==> src/rtl/rbm_gibbs_controller.sv <==
// Gibbs-chain sequencer for one RBM visible/hidden layer pair: v0->h0, then k x (h->v->h).
// Optional per-phase watchdog is compiled in with RBM_CTRL_TIMEOUT_EN.
module rbm_gibbs_controller #(
    parameter int visible_dim    = 15,
    parameter int hidden_dim     = 5,
    parameter int step_bits      = 4,
    parameter int timeout_cycles = 4096
) (
    input  logic                   clock,
    input  logic                   reset,
    input  logic                   start,
    input  logic [step_bits-1:0]   k,
    input  logic [visible_dim-1:0] VisibleIn,
    output logic                   h_reset,
    output logic                   h_valid,
    input  logic                   h_finish,
    input  logic [hidden_dim-1:0]  h_out,
    output logic [visible_dim-1:0] h_in,
    output logic                   v_reset,
    output logic                   v_valid,
    input  logic                   v_finish,
    input  logic [visible_dim-1:0] v_out,
    output logic [hidden_dim-1:0]  v_in,
    output logic                   rand_reset,
    output logic [visible_dim-1:0] VisibleOut,
    output logic [hidden_dim-1:0]  HiddenOut,
    output logic [hidden_dim-1:0]  Hidden0Out,
    output logic [step_bits-1:0]   step_count,
    output logic                   busy,
    output logic                   done,
    output logic                   error
);

    typedef enum logic [2:0] {
        S_IDLE  = 3'd0,
        S_H_RUN = 3'd1,
        S_H_CAP = 3'd2,
        S_V_RUN = 3'd3,
        S_V_CAP = 3'd4,
        S_DONE  = 3'd5
    } state_t;

    state_t                 r_state;
    logic [visible_dim-1:0] r_visible;
    logic [hidden_dim-1:0]  r_hidden;
    logic [hidden_dim-1:0]  r_hidden0;
    logic [step_bits-1:0]   r_k;
    logic [step_bits-1:0]   r_step;

`ifdef RBM_CTRL_TIMEOUT_EN
    localparam int WDOG_W = $clog2(timeout_cycles + 1);
    localparam logic [WDOG_W-1:0] WDOG_LAST = WDOG_W'(timeout_cycles - 1);
    logic [WDOG_W-1:0] r_wdog;
    logic              r_error;
`endif

    // Chain sequencer: state, latched operands and result registers
    always_ff @(posedge clock) begin
        if (reset) begin
            r_state   <= S_IDLE;
            r_visible <= {visible_dim{1'b0}};
            r_hidden  <= {hidden_dim{1'b0}};
            r_hidden0 <= {hidden_dim{1'b0}};
            r_k       <= {step_bits{1'b0}};
            r_step    <= {step_bits{1'b0}};
`ifdef RBM_CTRL_TIMEOUT_EN
            r_wdog    <= {WDOG_W{1'b0}};
            r_error   <= 1'b0;
`endif
        end else begin
            case (r_state)
                S_IDLE: begin
                    if (start) begin
                        r_visible <= VisibleIn;
                        r_k       <= k;
                        r_step    <= {step_bits{1'b0}};
                        r_state   <= S_H_RUN;
`ifdef RBM_CTRL_TIMEOUT_EN
                        r_wdog    <= {WDOG_W{1'b0}};
                        r_error   <= 1'b0;
`endif
                    end else begin
                        r_state <= S_IDLE;
                    end
                end
                S_H_RUN: begin
                    if (h_finish) begin
                        r_state <= S_H_CAP;
`ifdef RBM_CTRL_TIMEOUT_EN
                    end else if (r_wdog == WDOG_LAST) begin
                        r_error <= 1'b1;
                        r_state <= S_DONE;
                    end else begin
                        r_wdog  <= r_wdog + WDOG_W'(1);
                        r_state <= S_H_RUN;
`else
                    end else begin
                        r_state <= S_H_RUN;
`endif
                    end
                end
                S_H_CAP: begin
                    r_hidden <= h_out;
                    // step_count is still zero only on the chain's first hidden capture
                    if (r_step == {step_bits{1'b0}}) begin
                        r_hidden0 <= h_out;
                    end else begin
                        r_hidden0 <= r_hidden0;
                    end
                    if (r_step == r_k) begin
                        r_state <= S_DONE;
                    end else begin
                        r_state <= S_V_RUN;
`ifdef RBM_CTRL_TIMEOUT_EN
                        r_wdog  <= {WDOG_W{1'b0}};
`endif
                    end
                end
                S_V_RUN: begin
                    if (v_finish) begin
                        r_state <= S_V_CAP;
`ifdef RBM_CTRL_TIMEOUT_EN
                    end else if (r_wdog == WDOG_LAST) begin
                        r_error <= 1'b1;
                        r_state <= S_DONE;
                    end else begin
                        r_wdog  <= r_wdog + WDOG_W'(1);
                        r_state <= S_V_RUN;
`else
                    end else begin
                        r_state <= S_V_RUN;
`endif
                    end
                end
                S_V_CAP: begin
                    r_visible <= v_out;
                    r_step    <= r_step + step_bits'(1);
                    r_state   <= S_H_RUN;
`ifdef RBM_CTRL_TIMEOUT_EN
                    r_wdog    <= {WDOG_W{1'b0}};
`endif
                end
                S_DONE: begin
                    r_state <= S_IDLE;
                end
                default: begin
                    r_state <= S_IDLE;
                end
            endcase
        end
    end

    // Moore decode: every RUN state is entered from a state holding that layer in reset
    assign h_reset    = (r_state != S_H_RUN);
    assign v_reset    = (r_state != S_V_RUN);
    assign h_valid    = (r_state == S_H_RUN);
    assign v_valid    = (r_state == S_V_RUN);
    assign rand_reset = (r_state == S_IDLE);
    assign busy       = (r_state != S_IDLE);
    assign done       = (r_state == S_DONE);

    assign h_in       = r_visible;
    assign v_in       = r_hidden;
    assign VisibleOut = r_visible;
    assign HiddenOut  = r_hidden;
    assign Hidden0Out = r_hidden0;
    assign step_count = r_step;

`ifdef RBM_CTRL_TIMEOUT_EN
    assign error = r_error;
`else
    // Watchdog compiled out: a signed limit is never negative, so error stays 0
    assign error = (timeout_cycles < 0);
`endif

endmodule

==> config.mk <==
export PLATFORM = sky130hd
export DESIGN_NAME = rbm_gibbs_controller
export DESIGN_NICKNAME = d
export VERILOG_FILES = /design/src/rtl/rbm_gibbs_controller.sv
export SDC_FILE = /design/constraint.sdc
export NUM_CORES = 1
export LEC_CHECK = 0
export ABC_AREA = 1
export CELL_PAD_IN_SITES_DETAIL_PLACEMENT = 1
export CELL_PAD_IN_SITES_GLOBAL_PLACEMENT = 1
export CORE_MARGIN = 10
export CORE_UTILIZATION = 26
export DETAILED_ROUTE_END_ITERATION = 16
export PLACE_DENSITY_LB_ADDON = 0.3
export SETUP_SLACK_MARGIN = 0.1
export SYNTH_ARGS = -nofsm -noshare
export SYNTH_HDL_FRONTEND = slang
export SYNTH_SLANG_ARGS = --single-unit
export TNS_END_PERCENT = 10
==> constraint.sdc <==
create_clock -name clock -period 1.5 [get_ports clock]
set_clock_uncertainty 0.2 [all_clocks]
set_input_delay 0.225 -clock clock [delete_from_list [all_inputs] [get_ports clock]]
set_output_delay 0.225 -clock clock [all_outputs]
set_load 0.005 [all_outputs]
Yosys cells after proc, flatten, opt, wreduce, memory -nomap -nowiden
Index checks and enable logic that the tools add are counted.
Operators by class
  bitwise operators: 0
  mux-type cells: 9
  reduce and logical (&&, ||, !) cells: 7
  multipliers: 0
  divide/modulo/power cells: 0
  order comparisons: 0
  shifts and indexed selects: 0
  add/sub/neg operators: 1
  equality and inequality tests: 9
Operators by type and width (number)
  case mux 15 bit (2 select lines): 1
  two-way mux 15 bit: 1
  case mux 3 bit (5 select lines): 1
  case mux 4 bit (2 select lines): 1
  == test 3 x 2 -> 1 bit, second input constant: 2
  == test 3 bit, second input constant: 2
  two-way mux 3 bit: 2
  AND reduction 2 bit: 3
  adder 4 x 1 -> 4 bit, second input constant: 1
  == test 4 bit: 1
  logical NOT 4 bit: 1
  two-way mux 4 bit: 1
  == test 3 x 1 -> 1 bit, second input constant: 1
  logical NOT 3 bit: 1
  != test 3 x 1 -> 1 bit, second input constant: 1
  != test 3 x 2 -> 1 bit, second input constant: 1
  nonzero test 3 bit: 1
  two-way mux 2 bit: 1
  != test 2 bit, second input constant: 1
  nonzero test 2 bit: 1
  two-way mux 1 bit: 1
Storage, ports and cells
  flip-flop bits (word level): 36
  memories kept: 0
  latch bits: 0
  ROM bits: 0
  memory bits (writable): 0
  logic and storage cells: 32

Logic depth before layout (Yosys ltp)
  depth in word-level cells: 3
  depth in mapped cells: 8
  mapped depth without buffers: 7

Worst setup path after synthesis
OpenSTA, ideal clock, no wires.
  path type: register to register
  start: reg r_step[0], in the netlist step_count[0]
  end: reg r_hidden0[0], in the netlist Hidden0Out[0]
  period minus slack after synthesis: 1.361 ns
  setup slack: 0.139 ns
  required time: 1.184 ns
  cell stages (with the launch flop): 8
  data arrival time: 1.045 ns
  path through: dfxtp_1 > inv_1 > ha_1 > nand3_1 > nor2_4 > inv_1 > nor2_1 > nor2_1
Between the ends
  longest elaborated chain between the ends: 2
RTL lines
  start, declared: line 48  | logic [step_bits-1:0] r_step;
  start signal, assigned: line 65  | r_step <= {step_bits{1'b0}};
  start signal, assigned: line 76  | r_step <= {step_bits{1'b0}};
  start signal, assigned: line 137  | r_step <= r_step + step_bits'(1);
  logical NOT 4 bit: line 105  | if (r_step == {step_bits{1'b0}}) begin
  AND reduction 2 bit (no source line)
  end signal, assigned: line 63  | r_hidden0 <= {hidden_dim{1'b0}};
  end signal, assigned: line 106  | r_hidden0 <= h_out;
  end signal, assigned: line 108  | r_hidden0 <= r_hidden0;
  end, declared: line 46  | logic [hidden_dim-1:0] r_hidden0;
No other way between the ends.
A chain may end at the register's enable or synchronous reset.

Worst setup path in the final report
  start: reg r_state[1]
  end: out rand_reset
Between the ends
  longest elaborated chain between the ends: 1
RTL lines
  start, declared: line 43  | state_t r_state;
  start signal, assigned: line 60  | r_state <= S_IDLE;
  start signal, assigned: line 77  | r_state <= S_H_RUN;
  start signal, assigned: line 83  | r_state <= S_IDLE;
  logical NOT 3 bit: line 158  | assign rand_reset = (r_state == S_IDLE);
  end, declared: line 24  | output logic rand_reset,
No other way between the ends.

==> run_results.csv <==
group,metric,value,unit
final_layout,mostFrequentLayoutCells,"nand2_1, nor2_1, dlygate4sd2_1",
final_layout,area_growth_syn_to_layout,68.9,%
min_path,hold_path_depth,2,
synth,yosys.area.top_type,"dfxtp_1",
final_layout,final_core_util,45.7,%
placed_design,dp.cells,453,
clocking,cts_htree_levels,2,
final_layout,drive_above_1_share,25.2,%
placed_design,port_buffers,99,
final_layout,final_common_cell,"nand2_1",
clocking,clockRootBuffer,"clkbuf_8",
sta,setup_viol,4,
clocking,cts_tree,"built",
setup_path,path_delay_family,"flip-flops",
global_routing,use_met1,12.9,%
power_and_ir_drop,power_density,872,mW/mm²
setup_path,max_stage_delay,0.37,ns
die,num_rows,30,
synth,yosysWarnings,0,
synth,synth_area_per_cell,6.93,µm²
synth,mappedNetlistNets,314,
global_routing,grt_util_met3,5.84,%
placed_design,placed_area,0.00290,mm²
sta,hold_violations,0,
synth,synth-edff-count,0,
power_and_ir_drop,power,2740,µW
setup_path,path_buf_inv,3,
die,die_h,105,µm
global_routing,grt_pass1_vias,2238,
final_layout,antennaDiodeCount,0,
synth,async_reset_ff_share,0,%
sta,rsz0062_at_grt,"yes",
clocking,clk-insertion-delay-late,0.28,ns
final_layout,nFillCells,862,
global_routing,busiest_layer,"met2",
setup_path,end_kind,"output port",
route,ant_nets,0,
global_routing,overflow,0,
flow_run,max_cap_viol_count,0,
power_and_ir_drop,vdd_drop_max,0.000380,V
setup_path,worstSetupPathDepth,5,
sta,setup_ws,-0.0313,ns
synth,synth_ff_type,"dfxtp_1",
synth,netlist_instances,268,
sta,max_freq,0.653,GHz
power_and_ir_drop,p_leak,0.00155,µW
clocking,clk_pin_slew,0.08,ns
clocking,cts_inserted_buffers,5,
final_layout,nets,418,
setup_path,rr_worst_depth,7,
die,die-width,105,µm
die,die-area,0.0109,mm²
route,vias,1993,
route,wire_per_inst,14.7,µm
setup_path,crit_type,"reg2out",
sta,fin_crit,1.53,ns
setup_path,crit_path_cell_trace,"buf_6, nor2_4, nand2_2, inv_2, buf_6",
clocking,holdBufCountCts,0,
route,firstDrtPassIters,4,
sta,fin_crit_sh,102,%
route,wl,6870,µm
synth,synth-seq-cells,36,
placed_design,gp_congestion,0.768,
synth,syn_area,0.00186,mm²
route,drt_iter0_drc,45,
clocking,cts.sinks,36,
synth,synth_cell_types,27,
clocking,cts_buffer_depth,2,
route,via_per_inst,4.25,
setup_path,start_kind,"flip-flop",
global_routing,grt_util_all_layers,12.3,%
die,ioPinCount,101,
global_routing,grt_pass1_wl,11100,µm
placed_design,dp.final_hpwl,5200,µm
setup_path,cp_common_cell,"buf_6",
final_layout,layout.cells.non_filler,469,
die,core_area,0.00687,mm²
outcome,status,"finished with violations",
sta,drv_slew,0,
setup_path,critPathRequiredTime,1.07,ns
setup_path,path_max_fanout,4,
global_routing,antenna_found_initial,0,
synth,synth_top_area_share,38.8,%
outcome,violations,"negative setup slack",
global_routing,grt_start_max_net_pins,20,
global_routing,met2_usage,21.5,%
setup_path,slowest_stage,"dfxtp_4",
setup_path,arrival,1.11,ns
die,start_util,27.0,%
route,drc,0,
min_path,min_path_type,"reg2reg",
synth,yosysSeqAreaShare,38.8,%
placed_design,dp_slack,-0.147,ns
synth,synthTopCellsByArea,"dfxtp_1, nand2_1, nor2_1",
final_layout,design_area,0.00314,mm²
worst register-to-register path, delay by kind of cell, from the launching register on:
kind                   cells  cell delay [ns]
DFF                        1             0.37
buffers and inverters      4             0.53
AOI/OAI and AO/OA          1             0.16
and+or+nand+nor            2             0.17
layer usage:
layer / wire length [µm] / up-vias
li1: - / 1020
met5: 0 / -
met3: 603 / 8
met1: 2930 / 894
met2: 3270 / 71
met4: 75 / 0
final timing paths:
kind                    from       endpoint  slack (ns)
setup / recovery  r_state[1]     rand_reset       -0.03
hold / removal        r_k[3]         r_k[3]        0.28
hold reg to reg       r_k[3]         r_k[3]        0.28
setup reg to reg  r_state[1]  step_count[0]       -0.01
registers in the layout, summed over array words and instances (netlist names):
name        cells
r_k             4
step_count      4
r_state         3
HiddenOut       5
VisibleOut     15
Hidden0Out      5
area by class of cell:
type	count	area [µm²]	share of cell area, %
timing repair buffer	126	1150	36.8
multi-input combinational	183	915	29.1
sequential	36	757	24.1
tap	96	120	3.83
inverter	20	85.1	2.71
clock buffer	6	72.6	2.31
clock inverter	2	35.0	1.12
kinds of logic (layout without fill, tap and decap cells):
kind of cell    Yosys count  in the layout  synth area share, %
buf+inv                  49            154                 16.3
simple gates            139            139                 31.5
compound gates           41             41                 11.9
flops                    36             36                 38.8
other cells               1              1                0.202
fa+ha+maj                 2              2                 1.35
synthesized netlist by cell type, drive strengths merged, types with 2 or more instances:
cell type	instances
nand2	69
nor2	57
buf	27
a21oi	10
o21ai	30
clkbuf	2
dfxtp	36
inv	20
ha	2
nand3	10
what timing repair did:
| item | CTS | global route |
|---|---|---|
| pin swaps | 15 | 11 |
| setup endpoints to repair | 84 | 44 |
| resized for setup | 133 | 8 |
| setup buffers | 7 | 1 |
through the flow:
stage          setup TNS (ns)  hold slack [ns]
5_1_grt                 -1.41            0.304
3_3_place_gp            -2.11            0.257
3_5_place_dp            -2.92            0.271
4_1_cts                -0.165            0.282
6_report              -0.0855            0.276
2_1_floorplan               0           0.0941
where the power goes:
group	leakage [µW]	switching [µW]	internal [µW]
clock	0.0000552	360	494
combinational	0.00119	352	415
sequential	0.000305	67.7	1050
Power figures use the tool's default switching activity.
